<file path="config.mk">
export PLATFORM = sky130hd
export DESIGN_NAME = spi_txn_arbiter
export DESIGN_NICKNAME = d
export VERILOG_FILES = /design/src/rtl/spi_arb_pkg.sv /design/src/rtl/spi_rr_arbiter.sv /design/src/rtl/spi_txn_arbiter.sv
export SDC_FILE = /design/constraint.sdc
export NUM_CORES = 1
export LEC_CHECK = 0
export ABC_AREA = 1
export CAP_MARGIN = 20
export CORE_ASPECT_RATIO = 1.75
export CORE_MARGIN = 5
export CORE_UTILIZATION = 53
export CTS_CLUSTER_SIZE = 8
export DETAILED_ROUTE_END_ITERATION = 16
export HOLD_SLACK_MARGIN = 0.15
export PLACE_DENSITY = 0.86
export SLEW_MARGIN = 20
export SYNTH_ARGS = -nofsm -noshare
export SYNTH_HDL_FRONTEND = slang
export SYNTH_SLANG_ARGS = --single-unit
export TNS_END_PERCENT = 1
</file>
<file path="constraint.sdc">
create_clock -name clk -period 7 [get_ports clk]
set_clock_uncertainty 0.2 [all_clocks]
set_input_delay 1.75 -clock clk [delete_from_list [all_inputs] [get_ports clk]]
set_output_delay 1.75 -clock clk [all_outputs]
set_load 0.01 [all_outputs]
</file>
<file path="src/rtl/spi_arb_pkg.sv">
// Shared types and constants for the SPI transaction arbiter.
// Holds the arbiter FSM state encoding, the per-requester SPI mode encoding
// and small helpers that decode which directions a mode uses.
package spi_arb_pkg;

  localparam int SPI_MODE_W = 2;

  typedef enum logic [1:0] {
    IDLE      = 2'd0,
    ARB       = 2'd1,
    WAIT_DONE = 2'd2,
    GAP       = 2'd3
  } arb_state_e;

  typedef enum logic [SPI_MODE_W-1:0] {
    SPI_MODE_NONE = 2'd0,
    SPI_MODE_TX   = 2'd1,
    SPI_MODE_RX   = 2'd2,
    SPI_MODE_FD   = 2'd3
  } spi_mode_e;

  // True when the mode needs the master's transmit side to finish.
  function automatic logic mode_has_tx(spi_mode_e m);
    return (m == SPI_MODE_TX) || (m == SPI_MODE_FD);
  endfunction

  // True when the mode needs the master's receive side to finish.
  function automatic logic mode_has_rx(spi_mode_e m);
    return (m == SPI_MODE_RX) || (m == SPI_MODE_FD);
  endfunction

endpackage

</file>
<file path="src/rtl/spi_rr_arbiter.sv">
// Combinational round-robin pick: the search starts at last_grant+1 and
// wraps modulo NUM_REQ; the first requesting index wins. Only loop
// variables are used as bit indices so every select is static.
module spi_rr_arbiter #(
  parameter int NUM_REQ = 4,
  parameter int IDX_W   = $clog2(NUM_REQ)
) (
  input  logic [NUM_REQ-1:0] req,
  input  logic [IDX_W-1:0]   last_grant,
  output logic [NUM_REQ-1:0] grant,
  output logic [IDX_W-1:0]   grant_idx
);

  logic found_s;

  // Scan offsets 1..NUM_REQ from the previous winner, first requester wins.
  always_comb begin
    grant     = '0;
    grant_idx = '0;
    found_s   = 1'b0;
    for (int k = 0; k < NUM_REQ; k++) begin
      for (int j = 0; j < NUM_REQ; j++) begin
        if (!found_s && req[j] && (j == ((int'(last_grant) + 1 + k) % NUM_REQ))) begin
          found_s   = 1'b1;
          grant[j]  = 1'b1;
          grant_idx = IDX_W'(j);
        end else begin
          found_s = found_s;
        end
      end
    end
  end

endmodule

</file>
<file path="src/rtl/spi_txn_arbiter.sv">
// Shares one SPI master between NUM_REQ requesters. A round-robin winner
// is accepted with a one-cycle req_ready pulse, its mode/data are held on
// spi_req/spi_din until the master reports the needed done strobes, then a
// one-cycle rsp_valid reports the result and a GAP of idle cycles follows.
// Optional build macro: SPI_ARB_TIMEOUT_EN adds a WAIT_DONE watchdog that
// aborts a transaction after TIMEOUT_CYCLES cycles with rsp_err set.
module spi_txn_arbiter
  import spi_arb_pkg::*;
#(
  parameter int NUM_REQ        = 4,
  parameter int SPI_TRF_BIT    = 8,
  parameter int GAP_CYCLES     = 10,
  parameter int TIMEOUT_CYCLES = 4096
) (
  input  logic                             clk,
  input  logic                             rst,
  input  logic [NUM_REQ-1:0]               req_valid,
  input  logic [SPI_MODE_W*NUM_REQ-1:0]    req_mode,
  input  logic [SPI_TRF_BIT*NUM_REQ-1:0]   req_data,
  output logic [NUM_REQ-1:0]               req_ready,
  output logic                             rsp_valid,
  output logic [$clog2(NUM_REQ)-1:0]       rsp_id,
  output logic [SPI_TRF_BIT-1:0]           rsp_data,
  output logic                             rsp_err,
  output logic [1:0]                       spi_req,
  output logic [SPI_TRF_BIT-1:0]           spi_din,
  input  logic [SPI_TRF_BIT-1:0]           spi_dout,
  input  logic                             spi_done_tx,
  input  logic                             spi_done_rx,
  input  logic                             spi_idle,
  output logic                             busy
);

  localparam int IDX_W = $clog2(NUM_REQ);

  // Reject configurations outside the supported range at elaboration.
  if (NUM_REQ < 2 || NUM_REQ > 8 || GAP_CYCLES < 0 || GAP_CYCLES > 255 ||
      TIMEOUT_CYCLES < 1) begin : g_bad_cfg
    $error("spi_txn_arbiter: parameter out of range");
  end

  arb_state_e              state_r;
  logic [IDX_W-1:0]        last_grant_r;
  spi_mode_e               mode_r;
  logic                    tx_flag_r;
  logic                    rx_flag_r;
  logic [SPI_TRF_BIT-1:0]  rx_data_r;
  logic [7:0]              gap_cnt_r;

  logic [NUM_REQ-1:0]      req_ready_r;
  logic                    rsp_valid_r;
  logic [IDX_W-1:0]        rsp_id_r;
  logic [SPI_TRF_BIT-1:0]  rsp_data_r;
  logic                    rsp_err_r;
  logic [1:0]              spi_req_r;
  logic [SPI_TRF_BIT-1:0]  spi_din_r;
  logic                    busy_r;

  logic [NUM_REQ-1:0]      grant_s;
  logic [IDX_W-1:0]        grant_idx_s;
  logic                    any_req_s;
  logic [SPI_MODE_W-1:0]   mode_bits_s;
  spi_mode_e               mode_sel_s;
  logic [SPI_TRF_BIT-1:0]  data_sel_s;
  logic                    tx_seen_s;
  logic                    rx_seen_s;
  logic                    txn_done_s;
  logic [SPI_TRF_BIT-1:0]  rx_val_s;
  logic                    gap_hit_s;

`ifdef SPI_ARB_TIMEOUT_EN
  localparam int WD_W = $clog2(TIMEOUT_CYCLES + 1);
  logic [WD_W-1:0]         wd_cnt_r;
`endif

  spi_rr_arbiter #(
    .NUM_REQ (NUM_REQ),
    .IDX_W   (IDX_W)
  ) u_rr (
    .req        (req_valid),
    .last_grant (last_grant_r),
    .grant      (grant_s),
    .grant_idx  (grant_idx_s)
  );

  // Mux the winner's mode and data out of the flat request buses.
  always_comb begin
    any_req_s   = |req_valid;
    mode_bits_s = '0;
    data_sel_s  = '0;
    for (int i = 0; i < NUM_REQ; i++) begin
      mode_bits_s = mode_bits_s | (req_mode[i*SPI_MODE_W +: SPI_MODE_W] & {SPI_MODE_W{grant_s[i]}});
      data_sel_s  = data_sel_s  | (req_data[i*SPI_TRF_BIT +: SPI_TRF_BIT] & {SPI_TRF_BIT{grant_s[i]}});
    end
    mode_sel_s = spi_mode_e'(mode_bits_s);
  end

  // Completion check: sticky flags or this cycle's strobes satisfy the mode.
  always_comb begin
    tx_seen_s  = tx_flag_r | spi_done_tx;
    rx_seen_s  = rx_flag_r | spi_done_rx;
    txn_done_s = (mode_r != SPI_MODE_NONE) &&
                 (!mode_has_tx(mode_r) || tx_seen_s) &&
                 (!mode_has_rx(mode_r) || rx_seen_s);
    if (spi_done_rx && !rx_flag_r) begin
      rx_val_s = spi_dout;
    end else begin
      rx_val_s = rx_data_r;
    end
    gap_hit_s = ({1'b0, gap_cnt_r} + 9'd1) >= 9'(GAP_CYCLES);
  end

  // Arbiter FSM with all outputs registered.
  always_ff @(posedge clk or negedge rst) begin
    if (!rst) begin
      state_r      <= IDLE;
      last_grant_r <= IDX_W'(NUM_REQ - 1);
      mode_r       <= SPI_MODE_NONE;
      tx_flag_r    <= 1'b0;
      rx_flag_r    <= 1'b0;
      rx_data_r    <= '0;
      gap_cnt_r    <= 8'd0;
      req_ready_r  <= '0;
      rsp_valid_r  <= 1'b0;
      rsp_id_r     <= '0;
      rsp_data_r   <= '0;
      rsp_err_r    <= 1'b0;
      spi_req_r    <= 2'd0;
      spi_din_r    <= '0;
      busy_r       <= 1'b0;
`ifdef SPI_ARB_TIMEOUT_EN
      wd_cnt_r     <= '0;
`endif
    end else begin
      req_ready_r <= '0;
      rsp_valid_r <= 1'b0;
      case (state_r)
        IDLE: begin
          if (any_req_s && spi_idle) begin
            state_r <= ARB;
            busy_r  <= 1'b1;
          end else begin
            busy_r  <= 1'b0;
          end
        end
        ARB: begin
          if (any_req_s) begin
            req_ready_r  <= grant_s;
            last_grant_r <= grant_idx_s;
            mode_r       <= mode_sel_s;
            tx_flag_r    <= 1'b0;
            rx_flag_r    <= 1'b0;
            gap_cnt_r    <= 8'd0;
`ifdef SPI_ARB_TIMEOUT_EN
            wd_cnt_r     <= '0;
`endif
            if (mode_sel_s == SPI_MODE_NONE) begin
              // Illegal mode: answer with an error without touching the master.
              rsp_valid_r <= 1'b1;
              rsp_id_r    <= grant_idx_s;
              rsp_data_r  <= '0;
              rsp_err_r   <= 1'b1;
              state_r     <= GAP;
            end else begin
              spi_req_r   <= mode_sel_s;
              spi_din_r   <= data_sel_s;
              state_r     <= WAIT_DONE;
            end
          end else begin
            state_r <= IDLE;
            busy_r  <= 1'b0;
          end
        end
        WAIT_DONE: begin
          if (txn_done_s) begin
            rsp_valid_r <= 1'b1;
            rsp_id_r    <= last_grant_r;
            rsp_err_r   <= 1'b0;
            rsp_data_r  <= mode_has_rx(mode_r) ? rx_val_s : '0;
            spi_req_r   <= 2'd0;
            tx_flag_r   <= 1'b0;
            rx_flag_r   <= 1'b0;
            gap_cnt_r   <= 8'd0;
            state_r     <= GAP;
          end
`ifdef SPI_ARB_TIMEOUT_EN
          else if (wd_cnt_r == WD_W'(TIMEOUT_CYCLES - 1)) begin
            // Master never finished: abort and report an error.
            rsp_valid_r <= 1'b1;
            rsp_id_r    <= last_grant_r;
            rsp_err_r   <= 1'b1;
            rsp_data_r  <= '0;
            spi_req_r   <= 2'd0;
            tx_flag_r   <= 1'b0;
            rx_flag_r   <= 1'b0;
            gap_cnt_r   <= 8'd0;
            wd_cnt_r    <= '0;
            state_r     <= GAP;
          end
`endif
          else begin
            if (spi_done_tx) begin
              tx_flag_r <= 1'b1;
            end
            if (spi_done_rx && !rx_flag_r) begin
              rx_flag_r <= 1'b1;
              rx_data_r <= spi_dout;
            end
`ifdef SPI_ARB_TIMEOUT_EN
            wd_cnt_r <= wd_cnt_r + 1'b1;
`endif
          end
        end
        GAP: begin
          if (gap_hit_s) begin
            if (spi_idle) begin
              state_r <= IDLE;
              busy_r  <= 1'b0;
            end else begin
              state_r <= GAP;
            end
          end else begin
            gap_cnt_r <= gap_cnt_r + 8'd1;
          end
        end
        default: begin
          state_r   <= IDLE;
          busy_r    <= 1'b0;
          spi_req_r <= 2'd0;
        end
      endcase
    end
  end

  assign req_ready = req_ready_r;
  assign rsp_valid = rsp_valid_r;
  assign rsp_id    = rsp_id_r;
  assign rsp_data  = rsp_data_r;
  assign rsp_err   = rsp_err_r;
  assign spi_req   = spi_req_r;
  assign spi_din   = spi_din_r;
  assign busy      = busy_r;

endmodule

</file>
==> qor.txt, run 1 <==
Period minus WS final -> 4.38 ns
R2r endpoint -> rsp_data[6]
HP Start -> spi_din[7]
Setup repair bufs after CTS -> 0
DR vias/cell -> 5.23
Final Wtd Congestion -> 0.899
Final WL -> 7840 um
Largest net degree at the start of global routing -> 52
Simple-gate share of the synthesized area -> 33.8%
Most frequent cells in the layout -> clkdlybuf4s50_1, nand2_1, dfrtp_1
Worst-Margin Slew -> 0.680 ns
Max FO, Critical Path -> 28
Core area -> 5830 um^2
Initial antenna violation count -> 0
Commonest non-fill, non-tap cell in the layout -> clkdlybuf4s50_1
GR Layer Usage met2 -> 39.4%
Net Sw Frac -> 47.4%
Post-synthesis adder-cell area fraction -> 2.80%
# IOs -> 84
Power share of the combinational group -> 60.3%
Busiest grt layer -> met2
Met3 usage -> 2.22%
Maximum clock frequency -> 228 MHz
Starting Density -> 53.6%
GRT Overall Usage -> 22.3%
Area delta synth->final -> 31.2%
Via count -> 2880
Final hold vios -> 0
Most used cell, CP -> nand2_4
Hold buffer count at CTS -> 0
Die W -> 68.1 um
Met1 usage -> 25.9%
Critical path's slowest cell -> clkdlybuf4s50_1
Worst Path Required -> 7.02 ns
Flop-to-flop setup slack -> 3.90 ns
LEAKAGE -> 1.95 nW
Clock Latency Late Sink -> 0.32 ns
Die area -> 7590 um^2
Critical Path End Type -> flip-flop
Worst vdd ir -> 0.249 mV
H-tree depth -> 2
Critical Path Source Type -> input pin
Largest family of logic cells by synthesized area -> simple AND/OR/NAND/NOR gates
Cts bufs inserted -> 5
First-pass DRT Iterations -> 4
Final Setup Violations -> 0
Port Buf Inserts -> 83
Initial DRC Count -> 188
CP arrival -> 4.40 ns
Critical R2R Launch -> last_grant_r[1]
Crit-path cells -> clkdlybuf4s50_1 -> nand2_2 -> nand3_2 -> nor2_2 -> inv_1 -> nor2_1 -> nor2_1 -> nand3_1 -> nand3_1 -> clkinv_1 -> nand2_4 -> nand2_1 -> nand3_2 -> nor2_4 -> nand2_4 -> nand2_4 -> nand2_4 -> nand2_2 -> nand2_1
Synth warn -> 0
Share of cells above drive strength 1 -> 12.7%
Reg2Reg Depth -> 17
WL/cell -> 14.2 um
Hold depth -> 2
Sequential-to-total area share from yosys stat -> 40.9%
Clk root buf -> clkbuf_8
Global route total overflow -> 0
Mux share of post-synthesis cell area -> 2.56%
Placed inst area -> 3990 um^2
Area leader, netlist -> dfrtp_1
Worst hold endpoint -> spi_din[7]
Final core utilization -> 70.3%
Pint -> 863 uW
Hold_ws -> 0.293 ns
Mean post-synth cell area -> 8.03 um^2
DRC errors left -> 0
CTS tree -> built
CTS max path bufs -> 2
Ant. Diodes -> 0
Outcome -> finished, final reports clean
Clk pwr share -> 11.2%
Std cell rows -> 37
Slew headroom -> 54.6%
Xor-xnor portion of the synthesized cell area -> 1.40%
Compound-Gate Fraction of Synth Area -> 10.8%
Post-synthesis cell type count -> 38
Worst-path clk slew -> 0.11 ns
Setup CP Type -> input pin to flip-flop
Syn Nets -> 453
Final instance area -> 4100 um^2
Vias in the first global route -> 2899
First-pass GRT wire length -> 13200 um
Antenna-violating nets left -> 0
Cell area power density -> 400 nW/um^2
Post-DP HPWL -> 6280 um
Flop pwr share -> 28.5%
Register bit total from synthesis -> 51
Clock sinks -> 51
Cell Area, Synth -> 3130 um^2
Sum Neg Setup Slack -> 0 ns
Synth top area share -> 39.2%
CTS resizes -> 0
Tcrit/Tclk final -> 62.6%
Slew Limit Fails -> 0
Die Height -> 112 um
RSZ-0062 raised after global routing -> no
Area contributors post-synth -> dfrtp_1, nand2_1, inv_1
Switch Pwr -> 779 uW
Mapped Cells -> 389
Max-Cap Viols -> 0
Worst Hold Class -> flip-flop to flip-flop
CP max stage delay -> 0.56 ns
Final nets -> 536
==> power groups by stage <==
stage	Sequential [mW]	Combinational, mW	Clock, mW
floorplan	0.481	0.713	0
global placement	0.468	0.950	0
detailed placement	0.470	0.983	0
CTS	0.466	0.986	0.187
global route	0.480	1.11	0.199
finish	0.468	0.991	0.183
==> cell families (layout without fill, tap and decap cells) <==
| family | after synthesis | count (layout) |
|---|---|---|
| and+or+nand+nor | 209 | 209 |
| buffers and inverters | 56 | 140 |
| AOI/OAI and AO/OA | 53 | 53 |
| DFF | 51 | 51 |
| muxes | 8 | 8 |
| adders and majority gates | 7 | 7 |
| xor gates and xnor gates | 5 | 5 |
==> cell usage after synthesis (all sizes together) <==
master,count
xor2,5
nand3b,3
dfrtp,49
o2111a,1
a21boi,1
o21ai,32
clkinv,1
a211oi,1
nor3b,2
inv,47
o31ai,1
nand4,12
nand3,37
buf,3
dfstp,2
nand2,94
nor3,10
ha,7
a22o,5
nor2,49
mux2i,8
a221oi,1
nor4,1
clkbuf,5
or2,1
a21oi,7
a31oi,4
==> registers in the layout (all words and copies together), names as in the netlist <==
| signal | flops |
|---|---|
| gap_cnt_r | 8 |
| rsp_data | 8 |
| rx_data_r | 8 |
| spi_din | 8 |
| req_ready | 4 |
| last_grant_r | 2 |
| mode_r | 2 |
| rsp_id | 2 |
| spi_req | 2 |
| state_r | 2 |
| busy | 1 |
| rsp_err | 1 |
| rsp_valid | 1 |
| rx_flag_r | 1 |
| tx_flag_r | 1 |
==> worst max path at each step <==
stage                       startpoint          end  slack [ns]
after floorplan           req_valid[1]   spi_din[7]        3.15
after global placement    req_valid[1]  rsp_data[0]        2.37
after detailed placement  req_valid[1]  rsp_data[0]        2.27
after CTS                 req_valid[1]  rsp_data[0]        2.61
after global routing      req_valid[0]      rsp_err        2.36
final                     req_valid[1]  rsp_data[6]        2.62
==> layout make-up <==
type	instances	area (um^2)
inverters	48	180
well taps	78	97.6
flip-flops and latches	51	1280
repair buffers	84	836
clock inverters	3	28.8
clock buffers	5	68.8
fillers	468	1730
multi-input cells	282	1610
==> per-stage QoR <==
step / std cells / total power, mW / setup WS, ns
after floorplan: 389 / 1.19 / 3.15
after global placement: 542 / 1.42 / 2.37
after detailed placement: 542 / 1.45 / 2.27
after CTS: 550 / 1.64 / 2.61
after global routing: 551 / 1.79 / 2.36
final: 551 / 1.64 / 2.62
==> routing by layer <==
metal | wire (um) | up-vias
li1 | - | 1454
met1 | 3000 | 1334
met2 | 4350 | 74
met3 | 242 | 18
met4 | 248 | 0
met5 | 0 | -
==> critical path: cells and delay by family <==
kind          cells  cell delay [ns]
simple gates     16             1.88
buf+inv           3             0.75
(Power assumes the default switching activity.)
==> inputs of run 2 (changes only) <==
Settings changed: CORE_UTILIZATION 53 to 49, PLACE_DENSITY 0.86 to 0.81.
Clock period 7 ns to 4.3 ns, I/O delays scaled along.
==> qor.txt, run 2 (same netlist as run 1, synthesis figures left out) <==
Hold buffer count at CTS -> 0 (unchanged)
Cell family with most CP delay -> simple AND/OR/NAND/NOR gates
Commonest non-fill, non-tap cell in the layout -> clkdlybuf4s50_1
Worst vdd ir -> 0.497 mV (+100%)
Reg2Reg Depth -> 17 (unchanged)
Worst Path Required -> 4.30 ns (-2.72 ns)
Post-DP HPWL -> 6480 um (+3.1%)
# IOs -> 84 (unchanged)
CTS max path bufs -> 2 (unchanged)
WL/cell -> 14.4 um (+1.3%)
Clock Latency Late Sink -> 0.30 ns (-0.02 ns)
R2r endpoint -> rsp_data[0]
Initial DRC Count -> 186 (-1.1%)
LEAKAGE -> 1.95 nW (about the same)
Area delta synth->final -> 31.4%
Max-Cap Viols -> 0 (unchanged)
Buf+Inv Stages, Crit Path -> 2 (-1)
Tcrit/Tclk final -> 87.6%
Most frequent cells in the layout -> clkdlybuf4s50_1, nand2_1, dfrtp_1
Power share of the combinational group -> 61.0% (+0.7 points)
Starting Density -> 50.2% (-3.4 points)
Setup slack at placement -> 0.245 ns (-2.02 ns)
Sum Neg Setup Slack -> 0 ns (unchanged)
DRC errors left -> 0 (unchanged)
Clk pwr share -> 10.3% (-0.9 points)
Largest net degree at the start of global routing -> 33 (-37%)
Net Sw Frac -> 46.9% (-0.54 points)
Critical Path End Type -> flip-flop
Worst-Margin Slew -> 0.666 ns (-0.0133 ns)
Placed insts -> 546 (+0.74%)
Setup repair bufs after CTS -> 0 (unchanged)
Clock sinks -> 51 (unchanged)
Die area -> 8140 um^2 (+7.2%)
Hold depth -> 2 (unchanged)
Critical path's slowest cell -> clkdlybuf4s50_1
Non-filler cells, final -> 554 (+0.54%)
Via count -> 2861 (-0.66%)
Die W -> 70.4 um (+3.4%)
Slew headroom -> 55.5% (+0.89 points)
Power, Total -> 2.64 mW (+61%)
Core area -> 6230 um^2 (+6.8%)
Cts bufs inserted -> 5 (unchanged)
Worst-path clk slew -> 0.09 ns (-0.02 ns)
First-pass DRT Iterations -> 4 (unchanged)
Critical R2R Launch -> last_grant_r[1]
Period minus WS final -> 3.77 ns
Final Setup Violations -> 0 (unchanged)
Std cell rows -> 38 (+2.7%)
Max FO, Critical Path -> 28 (unchanged)
Global route total overflow -> 0 (unchanged)
Switch Pwr -> 1.24 mW (+59%)
Slew Limit Fails -> 0 (unchanged)
First-pass GRT wire length -> 13000 um (-1.3%)
Clk root buf -> clkbuf_8
Vias in the first global route -> 2854 (-1.6%)
CTS resizes -> 0 (unchanged)
Final nets -> 537 (+0.19%)
Die Height -> 116 um (+3.6%)
Final hold vios -> 0 (unchanged)
Share of cells above drive strength 1 -> 12.7% (-0.027 points)
Final core utilization -> 66.0% (-4.3 points)
Crit-path cells -> clkdlybuf4s50_1 -> nand3_1 -> nand3_2 -> nor2_2 -> inv_1 -> o21ai_0 -> a31oi_1 -> nand2_2 -> nand2_1 -> nand3_2 -> nor2_4 -> nand2_4 -> nand2_4 -> nand2_4 -> nand2_1 -> nand2_1
Setup CP Type -> input pin to flip-flop
Final Wtd Congestion -> 0.889 (-1.2%)
HP Start -> rsp_data[6]
Outcome -> finished, final reports clean
RSZ-0062 raised after global routing -> no
CP arrival -> 3.76 ns (-0.64 ns)
CP max stage delay -> 0.62 ns (+0.06 ns)
Pint -> 1.40 mW (+62%)
H-tree depth -> 2 (unchanged)
Flop pwr share -> 28.8% (+0.3 points)
Cell area power density -> 642 nW/um^2 (+60%)
Critical Path Source Type -> input pin
Antenna-violating nets left -> 0 (unchanged)
Worst hold endpoint -> rsp_data[6]
GRT Overall Usage -> 20.0% (-2.3 points)
DR vias/cell -> 5.16 (-1.2%)
CTS tree -> built
Port Buf Inserts -> 83 (unchanged)
Final WL -> 7990 um (+1.8%)
Flop-to-flop setup slack -> 1.17 ns (-2.73 ns)
Initial antenna violation count -> 0 (unchanged)
Worst Hold Class -> flip-flop to flip-flop
Ant. Diodes -> 0 (unchanged)
Maximum clock frequency -> 265 MHz
Worst Setup Slack, final -> 0.533 ns (-2.09 ns)
-- run 2: cell types whose count changed in the layout (fill, tap and decap cells not counted) --
| cell | change |
|---|---|
| buf_2 | +1 |
| clkbuf_1 | +1 |
| clkinv_4 | -2 |
| clkinvlp_4 | +1 |
| clkinv_2 | +1 |
| inv_8 | -1 |
| buf_12 | +1 |
| buf_4 | -1 |
-- run 2: final cells by class --
type                    count  area (um^2)
fillers                   509         2120
multi-input cells         282         1610
flip-flops and latches     51         1280
repair buffers             85          853
inverters                  48          180
well taps                  80          100
clock buffers               6         72.6
clock inverters             2         12.5
-- run 2: metrics by stage --
stage	hold WS, ns	cell area (um^2)
after floorplan	0.253	3130
after global placement	0.265	4000
after detailed placement	0.271	4020
after CTS	0.294	4100
after global routing	0.315	4110
final	0.288	4110
-- run 2: worst min-delay path: stages (launching register included) --
cell and delay [ns]:
dfrtp_1 0.37, nand2_2 0.05, nand2_1 0.04
-- run 2: worst max-delay path by stage --
stage	depth (start not counted)	from	endpoint	slack [ns]
final	16	req_valid[0]	rsp_data[0]	0.53
after global routing	16	req_valid[0]	rsp_data[0]	0.30
after CTS	16	req_valid[0]	rsp_data[0]	0.57
after detailed placement	16	req_valid[0]	rsp_data[0]	0.25
after global placement	16	req_valid[0]	rsp_data[0]	0.34
after floorplan	18	req_valid[1]	spi_din[7]	1.12
-- run 2: power groups by stage --
stage                     clock, mW  sequential (mW)  combinational, mW
final                         0.271            0.758               1.61
after global routing          0.294            0.776               1.80
after CTS                     0.278            0.758               1.62
after detailed placement          0            0.765               1.61
after global placement            0            0.761               1.56
after floorplan                   0            0.784               1.16
-- run 2: metal layers --
| metal | vias up | share of wire [%] | GRT usage [%] |
|---|---|---|---|
| met2 | 70 | 57 | 38.9 |
| met1 | 1338 | 36 | 21.0 |
| li1 | 1438 | - | - |
| met5 | - | 0 | 0 |
| met4 | 0 | 2.5 | 7.93 |
| met3 | 15 | 4.2 | 3.13 |
==> inputs of run 3 (changes only) <==
Settings changed: SETUP_SLACK_MARGIN from default to 0.02.
==> results of run 3 <==
Same layout as run 2: the final DEF is identical, and so are final timing and power.
